File: src/rtl/mem_access_unit.sv
// Load/store initiator for the 32-bit byte-banked data memory: turns byte/halfword/word
// CPU requests into aligned word accesses, doing read-modify-write for sub-word stores.
module mem_access_unit #(
   parameter int READ_LAT = 1,
   parameter int ADDR_W   = 32
) (
   input  logic              Clk,
   input  logic              Reset_n,
   input  logic              req_valid,
   output logic              req_ready,
   input  logic              req_write,
   input  logic [1:0]        req_size,
   input  logic              req_unsigned,
   input  logic [ADDR_W-1:0] req_addr,
   input  logic [31:0]       req_wdata,
   output logic              resp_valid,
   output logic [31:0]       resp_rdata,
   output logic              resp_err,
   output logic [ADDR_W-1:0] mem_raddress,
   output logic [ADDR_W-1:0] mem_waddress,
   output logic [31:0]       mem_datain,
   input  logic [31:0]       mem_dataout,
   output logic              mem_wr
);

   typedef enum logic [2:0] {IDLE, RD_WAIT, MERGE, WRITE, DONE} stateT;

   stateT             stateReg, stateNext;
   logic [ADDR_W-1:0] addrReg;
   logic [1:0]        sizeReg;
   logic              writeReg;
   logic              unsignedReg;
   logic              errReg;
   logic [15:0]       wdataReg;
   logic [2:0]        cntReg;
   logic [31:0]       datainReg;
   logic [31:0]       rdataReg;

   logic              misalign;
   logic              wordStore;
   logic [15:0]       laneHalf;
   logic [7:0]        laneByte;
   logic [31:0]       loadExt;
   logic [31:0]       merged;

   assign misalign  = (req_size == 2'b11)
                    | ((req_size == 2'b01) & req_addr[0])
                    | ((req_size == 2'b10) & (req_addr[1:0] != 2'b00));
   assign wordStore = req_write & (req_size == 2'b10);

   assign laneHalf = addrReg[1] ? mem_dataout[31:16] : mem_dataout[15:0];
   assign laneByte = addrReg[0] ? laneHalf[15:8] : laneHalf[7:0];

   always_comb begin
      loadExt = mem_dataout;
      case (sizeReg)
         2'b00:   loadExt = unsignedReg ? {24'h0, laneByte} : {{24{laneByte[7]}}, laneByte};
         2'b01:   loadExt = unsignedReg ? {16'h0, laneHalf} : {{16{laneHalf[15]}}, laneHalf};
         default: loadExt = mem_dataout;
      endcase
   end

   // Store lanes come from the low store-data bytes; everything else keeps the read word.
   genvar gi;
   generate
      for (gi = 0; gi < 4; gi++) begin : genLane
         localparam logic [1:0] LANE = 2'(gi);
         logic       hit;
         logic [7:0] src;
         assign hit = (sizeReg == 2'b00) ? (addrReg[1:0] == LANE) : (addrReg[1] == LANE[1]);
         assign src = ((sizeReg == 2'b01) && LANE[0]) ? wdataReg[15:8] : wdataReg[7:0];
         assign merged[8*gi +: 8] = hit ? src : mem_dataout[8*gi +: 8];
      end
   endgenerate

   // Sub-word stores leave RD_WAIT one cycle early: MERGE itself is the cycle the read
   // word is valid on mem_dataout, so it is merged straight from the bus.
   always_comb begin
      stateNext = stateReg;
      case (stateReg)
         IDLE: begin
            if (req_valid) begin
               if (misalign)       stateNext = DONE;
               else if (wordStore) stateNext = WRITE;
               else                stateNext = RD_WAIT;
            end
         end
         RD_WAIT: begin
            if (writeReg && cntReg == 3'd1)       stateNext = MERGE;
            else if (!writeReg && cntReg == 3'd0) stateNext = DONE;
         end
         MERGE:   stateNext = WRITE;
         WRITE:   stateNext = DONE;
         DONE:    stateNext = IDLE;
         default: stateNext = IDLE;
      endcase
   end

   always_ff @(posedge Clk or negedge Reset_n) begin
      if (!Reset_n) begin
         stateReg    <= IDLE;
         addrReg     <= '0;
         sizeReg     <= 2'b00;
         writeReg    <= 1'b0;
         unsignedReg <= 1'b0;
         errReg      <= 1'b0;
         wdataReg    <= 16'h0;
         cntReg      <= 3'd0;
         datainReg   <= 32'h0;
         rdataReg    <= 32'h0;
      end else begin
         stateReg <= stateNext;
         case (stateReg)
            IDLE: begin
               if (req_valid) begin
                  addrReg     <= req_addr;
                  sizeReg     <= req_size;
                  writeReg    <= req_write;
                  unsignedReg <= req_unsigned;
                  errReg      <= misalign;
                  wdataReg    <= req_wdata[15:0];
                  cntReg      <= 3'(READ_LAT);
                  rdataReg    <= 32'h0;
                  if (wordStore && !misalign)
                     datainReg <= req_wdata;
               end
            end
            RD_WAIT: begin
               cntReg <= cntReg - 3'd1;
               if (!writeReg && cntReg == 3'd0)
                  rdataReg <= loadExt;
            end
            MERGE:   datainReg <= merged;
            default: ;
         endcase
      end
   end

   assign req_ready    = (stateReg == IDLE);
   assign resp_valid   = (stateReg == DONE);
   assign resp_err     = (stateReg == DONE) & errReg;
   assign resp_rdata   = rdataReg;
   assign mem_raddress = {addrReg[ADDR_W-1:2], 2'b00};
   assign mem_waddress = {addrReg[ADDR_W-1:2], 2'b00};
   assign mem_datain   = datainReg;
   assign mem_wr       = (stateReg == WRITE);

endmodule

File: config.mk
export PLATFORM = sky130hd
export DESIGN_NAME = mem_access_unit
export DESIGN_NICKNAME = d
export VERILOG_FILES = /design/src/rtl/mem_access_unit.sv
export SDC_FILE = /design/constraint.sdc
export NUM_CORES = 1
export LEC_CHECK = 0
export CAP_MARGIN = 20
export CORE_ASPECT_RATIO = 2
export CORE_MARGIN = 4
export CORE_UTILIZATION = 40
export DETAILED_ROUTE_END_ITERATION = 10
export MAX_ROUTING_LAYER = met4
export PLACE_DENSITY_LB_ADDON = 0.3
export SLEW_MARGIN = 30
export SYNTH_ARGS = -nofsm -noshare
export SYNTH_HDL_FRONTEND = slang
export SYNTH_SLANG_ARGS = --single-unit
File: constraint.sdc
create_clock -name Clk -period 4.58 [get_ports Clk]
set_input_delay 0.916 -clock Clk [delete_from_list [all_inputs] [get_ports Clk]]
set_output_delay 0.916 -clock Clk [all_outputs]
set_load 0.05 [all_outputs]
; Word-level counts from Yosys, hierarchy flattened
; Cells that the tools add are included.
[op_classes]
bitwise = 7
n_mux = 28
mul = 0
magnitude_cmp = 0
shift = 0
reduce_logical = 17
add_sub_neg = 1
n_div = 0
eq_ne = 16
[op_table]
columns = operator, count
row1 = 32-bit two-way mux, 6
row2 = 32-bit one-hot mux with 2 select lines, 3
row3 = 8-bit two-way mux, 6
row4 = 16-bit two-way mux, 1
row5 = 3-bit two-way mux, 5
row6 = 3-bit one-hot mux with 4 select lines, 1
row7 = 2-bit equality test (second input constant), 4
row8 = 2-bit by 1-bit equality test with 1-bit output (second input constant), 3
row9 = 3-bit by 1-bit equality test with 1-bit output (second input constant), 2
row10 = 3-bit by 2-bit equality test with 1-bit output (second input constant), 2
row11 = 3-bit logical NOT, 2
row12 = 3-bit one-hot mux with 2 select lines, 1
row13 = 2-bit AND reduction, 3
row14 = 3-bit AND reduction, 2
row15 = 2-bit nonzero test, 3
row16 = 1-bit AND, 4
row17 = 2-bit logical NOT, 2
row18 = 1-bit two-way mux, 4
row19 = 2-bit != test (second input constant), 2
row20 = 3-bit equality test (second input constant), 1
row21 = 1-bit logical AND, 3
row22 = 3-bit != test (second input constant), 1
row23 = 3-bit by 1-bit subtractor with 3-bit output (second input constant), 1
row24 = 1-bit logical NOT, 2
row25 = 4 further kinds, 5
[word_totals]
romBits = 0
mem_count = 0
latchBits = 0
out_inout_bits = 132
inputBits = 103
ff_bits = 123
wordCells = 79
ram_bits = 0

; Depth between registers and ports, before layout
; Gate-level depths: netlist (run 1).
[logic_depth]
word_depth = 9
ltp_mapped = 9
depth_no_buf = 7

; Worst setup path after synthesis (run 1)
; Ideal clock, no wire load.
[synth_timing]
path_kind = register to output
startpoint = register stateReg[2]
endpoint = output port req_ready
path_stages_with_launch = 3
t_required_ps = 3664
n_path_buf = 1
path_slack_ps = 1993
t_arrival_ps = 1671
cell_sequence = dfrtp_1 > buf_2 > nor3_1
[synth_between]
elab_chain_len = 1
[synth_lines]
columns = element, line
row1 = start: declaration, 28  ; stateT stateReg, stateNext;
row2 = start signal: assignment, 112  ; stateReg <= stateNext;
row3 = 3-bit logical NOT, 139  ; assign req_ready = (stateReg == IDLE);
row4 = end: declaration, 10  ; output logic req_ready,
; Every way passes these cells.

; Final worst setup path (run 1)
[layout_timing]
startpoint = register stateReg[1]
endpoint = output port req_ready
; The elaborated chain is that of the path after synthesis.

==> flow_results.org, run 1 <==
** Run status
- The run finished with clean final reports.

** Place
- Port bufs :: 230
- Routability-driven placement finished with a final weighted congestion of 0.927.
- DP Area :: 8540 um2
- The HPWL after detailed placement is about 16 mm.

** Pwr
- Leakage :: approximately 4.0 nW
- VDD sags by at most around 0.00042 V.
- The internal power of the cells totals 4.16 mW.
- Power density normalized to cell area :: 882 nW/um2
- In this run the power spent charging and discharging nets is 3.97 mW.
- The share of total power dissipated in combinational logic is 0.560.
- Of the total power, the share spent switching nets is 0.489.
- Clock network power share :: 0.187
- Portion of total power attributed to sequential cells :: 0.252

** Synth
- Number of synthesis warnings :: 0
- In the synthesized netlist the dominant register cell turns out to be sky130_fd_sc_hd__dfrtp_1.
- After synthesis the cells add up to between 6000 and 7000 um2.
- Synthesis instantiated 48 different standard cells from the library.
- Counting flops with a built-in enable in the synthesized netlist gives 0.
- Yosys attributes the largest share of cell area to sky130_fd_sc_hd__dfrtp_1, sky130_fd_sc_hd__nand2_1, sky130_fd_sc_hd__buf_4.
- The biggest area contributor in the post-synthesis netlist is sky130_fd_sc_hd__dfrtp_1.
- Synth Instances :: between 700 and 800
- Proportion of synthesized chip area in sequential cells :: 0.466
- Of the post-synthesis cell area, the dominant cell type holds 0.466.
- Async set-or-reset flop fraction in the synthesized netlist :: 1.00
- Mean post-synth cell area :: roughly 9.2 um2
- Register bit total from synthesis :: 123

** Worst setup path
- The critical path ends at req_ready.
- Data on the critical path is required at its endpoint by 3660 ps.
- In this run the critical register-to-register path is launched from sizeReg[0]$_DFFE_PN0P_.
- Startpoint kind of the worst setup timing path :: flop
- The setup check on the worst reg-to-reg path leaves a slack of 1800 ps.
- List of cells traversed by the critical path :: nor3_1 > clkdlybuf4s50_1
- Critical path class :: flop to primary output
- Reg-to-reg critical path endpoint :: resp_rdata[29]$_DFFE_PN0P_
- In this run the worst path has a maximum fanout of 12.
- Data on the critical path arrives at its endpoint at 2240 ps.
- The slowest stage of the critical path belongs to the cell sky130_fd_sc_hd__clkdlybuf4s50_1.
- Crit. End Element :: primary output
- Measured in cells, the most critical reg-to-reg path has a length of 5.
- Delay of the slowest critical-path stage :: ~880 ps
- Crit path launch :: stateReg[1]$_DFFE_PN0P_

** Final layout
- In the final design database the tool counted ~970 nets.
- Leaving out fill and tap cells, the most frequent cell in the layout is sky130_fd_sc_hd__clkdlybuf4s50_1.
- Summing all non-filler instances in the final layout gives an area of about 9200 um2.
- Area overhead of the layout relative to synthesis :: 39.7%
- In the layout the commonest cells are sky130_fd_sc_hd__clkdlybuf4s50_1, sky130_fd_sc_hd__nand2_1, sky130_fd_sc_hd__dfrtp_1.
- Of the cells placed in the final design, the portion with a size suffix greater than 1 is 0.0754.

** Floorplanning
- Count of standard-cell rows :: 66
- The initial utilization of the core area, before any placement, comes to 0.406.
- In this run the vertical extent of the chip is 190 um.
- Top-level I/O count :: 235
- Horizontal die dimension :: around 99 um
- Full die area :: 18800 um2
- Core Box Area :: 16300 um2

** Timing
- Final-report max-slew violation count :: 0
- Final critical-path share of the clock period :: 0.688
- Post-Route Skew :: 8.95 ps
- Relative max-transition margin :: 0.362
- Setup violations remaining at the end of the flow were counted as 0.
- Highest Clock Rate :: around 0.32 GHz
- Setup repair after global routing left no endpoint under its margin.
- Across all hold checks on the routed design, the worst slack comes to ~470 ps.
- Adding up every negative setup slack in the final design gives 0 ps.
- Slew @ Worst Pin :: 957 ps
- Count of endpoints failing hold in the final timing report :: 0
- Shortest clock period the worst path allows after layout :: 3150 ps

** Global routing
- The number of global-route vias before repair was 5750.
- Entering global routing, the biggest net connects 97 pins.
- For this run, the total global-route usage over all layers was measured as 0.231.
- Antenna violations before repair :: 3
- First-pass GRT wire length :: 32.6 mm
- Congestion Overflow GR :: 0

** Clock network
- In this run the deepest clock path goes through 2 buffers.
- The number of clock buffers added by TritonCTS is 17.
- Clock transition time at the flip-flop clock pins of the worst setup and hold paths :: 60 ps
- Total of cells resized after clock tree synthesis :: 0
- Clock root buffer :: sky130_fd_sc_hd__clkbuf_16
- H-Tree Level Count :: 4
- Post-CTS setup buffers :: 0
- TritonCTS built the clock tree.
- For the worst-skew pair, the clock arrives at the later sink with an insertion delay of 420 ps.
- Counting every sink on the clock net gives 123.
- Number of buffers inserted for hold repair after clock tree synthesis :: 0

** Drt
- After detailed routing, the number of vias per cell comes to about 5.4.
- After detailed routing, the wire length on met1 is roughly 7.8 mm.
- Average detailed-routed wire length per instance :: 19.8 um
- Summed over all nets, wire length on met3 after detailed routing comes to 1.16 mm.
- Metal2 WL :: 11.3 mm
- Number of violations reported at the end of detailed-routing iteration 0 :: 315
- Number of detailed-route iterations in the first pass :: 5
- After detailed routing, the number of remaining DRC violations is 0.
- Vias post-DR :: between 5000 and 6000
- Number of antenna-violating nets in the routed design :: 0
- After detailed routing, the total wire length is ~21 mm.
- Uppermost metal layer occupied by signal nets :: met4

** Worst hold path
- Type of the worst min-delay path :: input pin to asynchronous set/reset pin

** Job
- Across the run, the number of max-cap violations was 0.
synth_stat cells, types with 2 or more instances:
cell type                   count
sky130_fd_sc_hd__nand3b_1       8
sky130_fd_sc_hd__a32o_1         7
sky130_fd_sc_hd__and2_1         3
sky130_fd_sc_hd__o211ai_1      39
sky130_fd_sc_hd__buf_2         14
sky130_fd_sc_hd__mux2_2        17
sky130_fd_sc_hd__nand3_1       64
sky130_fd_sc_hd__o21bai_1       2
sky130_fd_sc_hd__o21ai_0       28
sky130_fd_sc_hd__dfrtp_1      123
sky130_fd_sc_hd__nor3_1         3
sky130_fd_sc_hd__nor2_1         9
sky130_fd_sc_hd__buf_4         66
sky130_fd_sc_hd__buf_1          8
sky130_fd_sc_hd__mux2i_1       25
sky130_fd_sc_hd__inv_1         11
sky130_fd_sc_hd__o2bb2ai_1      7
sky130_fd_sc_hd__nand2b_1      10
sky130_fd_sc_hd__a21oi_1       13
sky130_fd_sc_hd__nand2_1      178
sky130_fd_sc_hd__nor2b_1        4
sky130_fd_sc_hd__a221o_1       16
sky130_fd_sc_hd__or3_1          9
sky130_fd_sc_hd__clkbuf_1      26
sky130_fd_sc_hd__ha_1           3
sky130_fd_sc_hd__a31oi_1        3
power groups by stage:
stage / sequential [mW] / combinational (mW) / clock, mW
final: 2.05 / 4.56 / 1.52
after floorplan: 2.72 / 2.69 / 0
after CTS: 2.05 / 4.59 / 1.55
after detailed placement: 2.06 / 4.57 / 0
after global placement: 2.05 / 4.53 / 0
after global routing: 2.13 / 4.79 / 1.60
how the worst min path moves through the flow:
stage	from	endpoint	slack, ps
4_1_cts	wdataReg[15]$_DFFE_PN0P_	wdataReg[15]$_DFFE_PN0P_	480
3_5_place_dp	wdataReg[9]$_DFFE_PN0P_	wdataReg[9]$_DFFE_PN0P_	460
6_report	Reset_n	cntReg[0]$_DFFE_PN0P_	470
2_1_floorplan	errReg$_DFFE_PN0P_	errReg$_DFFE_PN0P_	440
3_3_place_gp	wdataReg[11]$_DFFE_PN0P_	wdataReg[11]$_DFFE_PN0P_	450
5_1_grt	errReg$_DFFE_PN0P_	errReg$_DFFE_PN0P_	500
cells by family after synthesis:
group	after synthesis	synth area share
flip-flops	123	0.466
AO/OA/AOI/OAI	123	0.138
buffers and inverters	127	0.114
adder cells (fa/ha/maj)	3	0.00569
multiplexers	43	0.0703
AND/OR/NAND/NOR	298	0.206
other	1	0.000568
stage by stage:
| step | util | std cells | setup slack [ps] | power (mW) |
|---|---|---|---|---|
| CTS | 0.566 | 1078 | 1410 | 8.19 |
| floorplan | - | 721 | 1990 | 5.41 |
| detailed placement | 0.525 | 1047 | 1490 | 6.63 |
| global placement | 0.524 | 1047 | 1500 | 6.58 |
| global route | 0.567 | 1082 | 1350 | 8.51 |
| finish | 0.567 | 1082 | 1430 | 8.13 |
worst max-delay path, delay by kind of cell, from the launching register on:
family	cells	cell delay [ps]
flops	1	520
buf+inv	1	880
simple gates	1	410
cell type report:
cell class / instances / area (um2)
well taps: 204 / 255
repair buffers: 238 / 2360
multi-input cells: 471 / 2810
fillers: 1469 / 7050
inverters: 12 / 45.0
clock buffers: 19 / 443
flip-flops and latches: 123 / 3080
diodes: 3 / 7.51
clock inverters: 12 / 220
flip-flops by register name (all words and copies together), names as in the netlist:
| name | cells |
|---|---|
| writeReg | 1 |
| mem_datain | 32 |
| errReg | 1 |
| sizeReg | 2 |
| cntReg | 3 |
| stateReg | 3 |
| addrReg | 32 |
| resp_rdata | 32 |
| unsignedReg | 1 |
| wdataReg | 16 |
layer usage:
layer	GRT usage	vias to the layer above
met4	0.136	0
met3	0.0385	52
li1	-	2716
met2	0.395	262
met5	-	-
met1	0.249	2766
(Power assumes the default switching activity.)
==> inputs of run 2 (changes only) <==
clock period = 2.7 ns   (was 4.58 ns; I/O delays follow)
==> run 2 against run 1 <==
  * Register-to-register slack lost 1400 ps
  * Total power grew 70%
  * Global-route usage grew 0.17 points
  * Clock skew grew 4.5 ps
  * Largest power group unchanged
  * Highest routed layer unchanged
==> flow_results.org, run 2 (synthesized netlist as in run 1, its figures left out) <==
** Run status
- Run status :: complete, no violations

** Floorplanning
- Top-level I/O count :: 235 (unchanged)
- Initial cell density of the core :: 0.406 (unchanged)
- The die extent in x came to 98.8 um (unchanged).
- Full die area :: 18800 um2 (unchanged)
- Core Box Area :: 16300 um2 (unchanged)
- The height of the die is 190 um (unchanged).
- Count of standard-cell rows :: 66 (unchanged)

** Drt
- Average detailed-routed wire length per instance :: 19.6 um (-1.2%)
- The via count came to 5828 (+0.55%).
- Number of antenna-violating nets in the routed design :: 0 (unchanged)
- Number of violations reported at the end of detailed-routing iteration 0 :: 341 (+8.3%)
- Vias per inst :: 5.31 (-0.91%)
- Number of detailed-route iterations in the first pass :: 5 (unchanged)
- DRC errors left :: 0 (unchanged)
- Overall routed net length :: 21.5 mm (+0.28%)

** Timing
- Final-report max-slew violation count :: 0 (unchanged)
- Setup repair after global routing left no endpoint under its margin.
- The final setup skew is 13.4 ps (+4.45 ps).
- Highest Clock Rate :: 0.393 GHz
- Final critical-path share of the clock period :: 0.943
- The number of setup violations in the final report is 0 (unchanged).
- Count of endpoints failing hold in the final timing report :: 0 (unchanged)
- The relative max-transition margin came to 0.397 (+0.0354).
- Counting I/O delays and the setup requirement, the final critical path takes 2550 ps.
- The accumulated negative setup slack came to 0 ps (unchanged).
- Slew @ Worst Pin :: 901 ps (-56.4 ps)

** Worst setup path
- The arrival time at the worst endpoint came to 2010 ps (-230 ps).
- Slowest cell on the critical path :: sky130_fd_sc_hd__clkdlybuf4s50_1
- Crit. End Element :: primary output
- Traced cell by cell, the critical path runs through and3b_1 > clkdlybuf4s50_1.
- Delay of the slowest critical-path stage :: 800 ps (-80 ps)
- Critical path class :: flop to primary output
- Count of cells along the worst register-to-register path :: 8 (+3)
- Minimum setup slack among reg-to-reg paths :: 400 ps (-1400 ps)
- Critical register-to-register path startpoint :: cntReg[1]$_DFFE_PN0P_
- Reg-to-reg critical path endpoint :: resp_rdata[21]$_DFFE_PN0P_
- STA classifies the critical path startpoint as a flop.
- WP buf/inv :: 1 (unchanged)
- Highest fanout seen on the critical path :: 12 (unchanged)
- Worst path depth :: 2 (unchanged)
- CP Data Required Time :: 2160 ps (-1500 ps)
- In this design, the largest share of critical-path delay is due to buffers and inverters.

** Global routing
- Met3 track utilization from global routing :: 0.0433 (+0.00477)
- The combined global-route utilization of all metal layers came to 0.233 (+0.00167).
- The global routing stage identified its most utilized layer as met2.
- Met2 capacity usage during global routing :: 0.398 (+0.00311)
- The wire length of the first global-routing pass was 32.8 mm (+0.68%).
- The largest net degree at the start of global routing came to 97 (unchanged).
- Congestion Overflow GR :: 0 (unchanged)
- Number of global-route vias before repair :: 5711 (-0.68%)
- Global routing met1 resource utilization :: 0.259 (+0.00985)
- Antenna violations before repair :: 1 (-2)

** Place
- The estimated wirelength of the detail-placed design came to 16.3 mm (+3.3%).
- The routability-driven placement congestion ratio was 0.895 (-3.5%).
- The number of buffers inserted by port buffering came to 230 (unchanged).
- Cells after DPL :: 1064 (+1.6%)
- DP Area :: 8710 um2 (+1.9%)

** Final layout
- The library cell used most frequently in the layout, excluding fill and tap cells, is sky130_fd_sc_hd__clkdlybuf4s50_1.
- NumNets Final :: 986 (+1.8%)
- The number of fillers in the final layout was 1433 (-2.5%).
- Final instance area :: 9340 um2 (+1.3%)
- The number of standard cells in the final layout excluding fillers is 1098 (+1.5%).
- Commonest cells after routing, fill and taps aside :: sky130_fd_sc_hd__clkdlybuf4s50_1, sky130_fd_sc_hd__nand2_1, sky130_fd_sc_hd__dfrtp_1
- Area overhead of the layout relative to synthesis :: 41.4%
- The fraction of final layout cells sized beyond drive strength 1 came to 0.0985 (+0.0231).

** Clock network
- The TritonCTS buffer count was 17 (unchanged).
- Maximum clock path buffer count :: 2 (unchanged)
- Clock transition time at the flip-flop clock pins of the worst setup and hold paths :: 60 ps (about the same)
- Total of cells resized after clock tree synthesis :: 0 (unchanged)
- The post-cts hold buffer count came to 0 (unchanged).
- The root buffer cell chosen for the clock tree is sky130_fd_sc_hd__clkbuf_16.
- Number of clock sinks :: 123 (unchanged)
- H-Tree Level Count :: 4 (unchanged)
- Post-CTS setup buffers :: 0 (unchanged)
- TritonCTS built the clock tree.
- The worst-skew pair later-pin latency is 420 ps (about the same).

** Pwr
- The power density over the cells was 1480 nW/um2 (+67%).
- The internal cell power came to 6.97 mW (+68%).
- The static leakage came to 4.10 nW (+1.9%).
- The net switching share of the total power was 0.494 (+0.00580).
- Largest vdd supply drop :: 0.000616 V (+47%)
- Switching power :: 6.81 mW (+72%)
- Part of the total power dissipated in combinational logic :: 0.579 (+0.019)
- Clock network power share :: 0.176 (-0.011)
- Portion of total power attributed to sequential cells :: 0.245 (-0.007)

** Worst hold path
- In this run the worst hold path is classified as input pin to asynchronous set/reset pin.

** Job
- The number of maximum-capacitance violations is 0 (unchanged).
-- run 2: per-stage QoR --
| stage | util | hold WS [ps] | power, mW | worst slack [ps] |
|---|---|---|---|---|
| 2_1_floorplan | - | 244 | 9.18 | 156 |
| 3_3_place_gp | 0.535 | 457 | 11.3 | 189 |
| 3_5_place_dp | 0.535 | 458 | 11.4 | 129 |
| 4_1_cts | 0.573 | 110 | 13.9 | 145 |
| 5_1_grt | 0.574 | 138 | 14.4 | 96.8 |
| 6_report | 0.574 | 107 | 13.8 | 154 |
-- run 2: layer usage --
| layer | wire length [um] | vias up | share of wire |
|---|---|---|---|
| li1 | - | 2761 | - |
| met3 | 1020 | 43 | 0.047 |
| met1 | 8120 | 2789 | 0.38 |
| met4 | 965 | 0 | 0.045 |
| met5 | 0 | - | 0 |
| met2 | 11400 | 235 | 0.53 |
-- run 2: cell type report --
class,count,area (um2),area share
sequential,123,3080,0.330
multi-input combinational,471,2810,0.300
timing repair buffer,255,2530,0.271
clock buffer,17,425,0.0456
tap,204,255,0.0273
clock inverter,15,198,0.0212
inverter,12,45.0,0.00482
antenna,1,2.50,0.000268
-- run 2: how the worst max path moves through the flow --
stage / start / slack (ps) / to
floorplan: stateReg[2]$_DFFE_PN0P_ / 160 / addrReg[22]$_DFFE_PN0P_
global placement: mem_dataout[23] / 190 / resp_rdata[27]$_DFFE_PN0P_
detailed placement: mem_dataout[7] / 130 / resp_rdata[21]$_DFFE_PN0P_
CTS: stateReg[1]$_DFFE_PN0P_ / 140 / mem_wr
global route: stateReg[2]$_DFFE_PN0P_ / 100 / mem_wr
finish: stateReg[1]$_DFFE_PN0P_ / 150 / mem_wr
-- run 2: power groups by stage --
stage	registers, mW	logic [mW]	clock network (mW)
final	3.37	7.98	2.43
after global routing	3.49	8.40	2.55
after CTS	3.38	8.03	2.46
after detailed placement	3.39	8.01	0
after global placement	3.38	7.95	0
after floorplan	4.62	4.57	0
==> inputs of run 3 (changes only) <==
CTS_CLUSTER_SIZE = 40   (was not set)
SKIP_LAST_GASP = 1   (was not set)
==> results of run 3 <==
No change in the layout: final DEF, timing and power equal those of run 2.
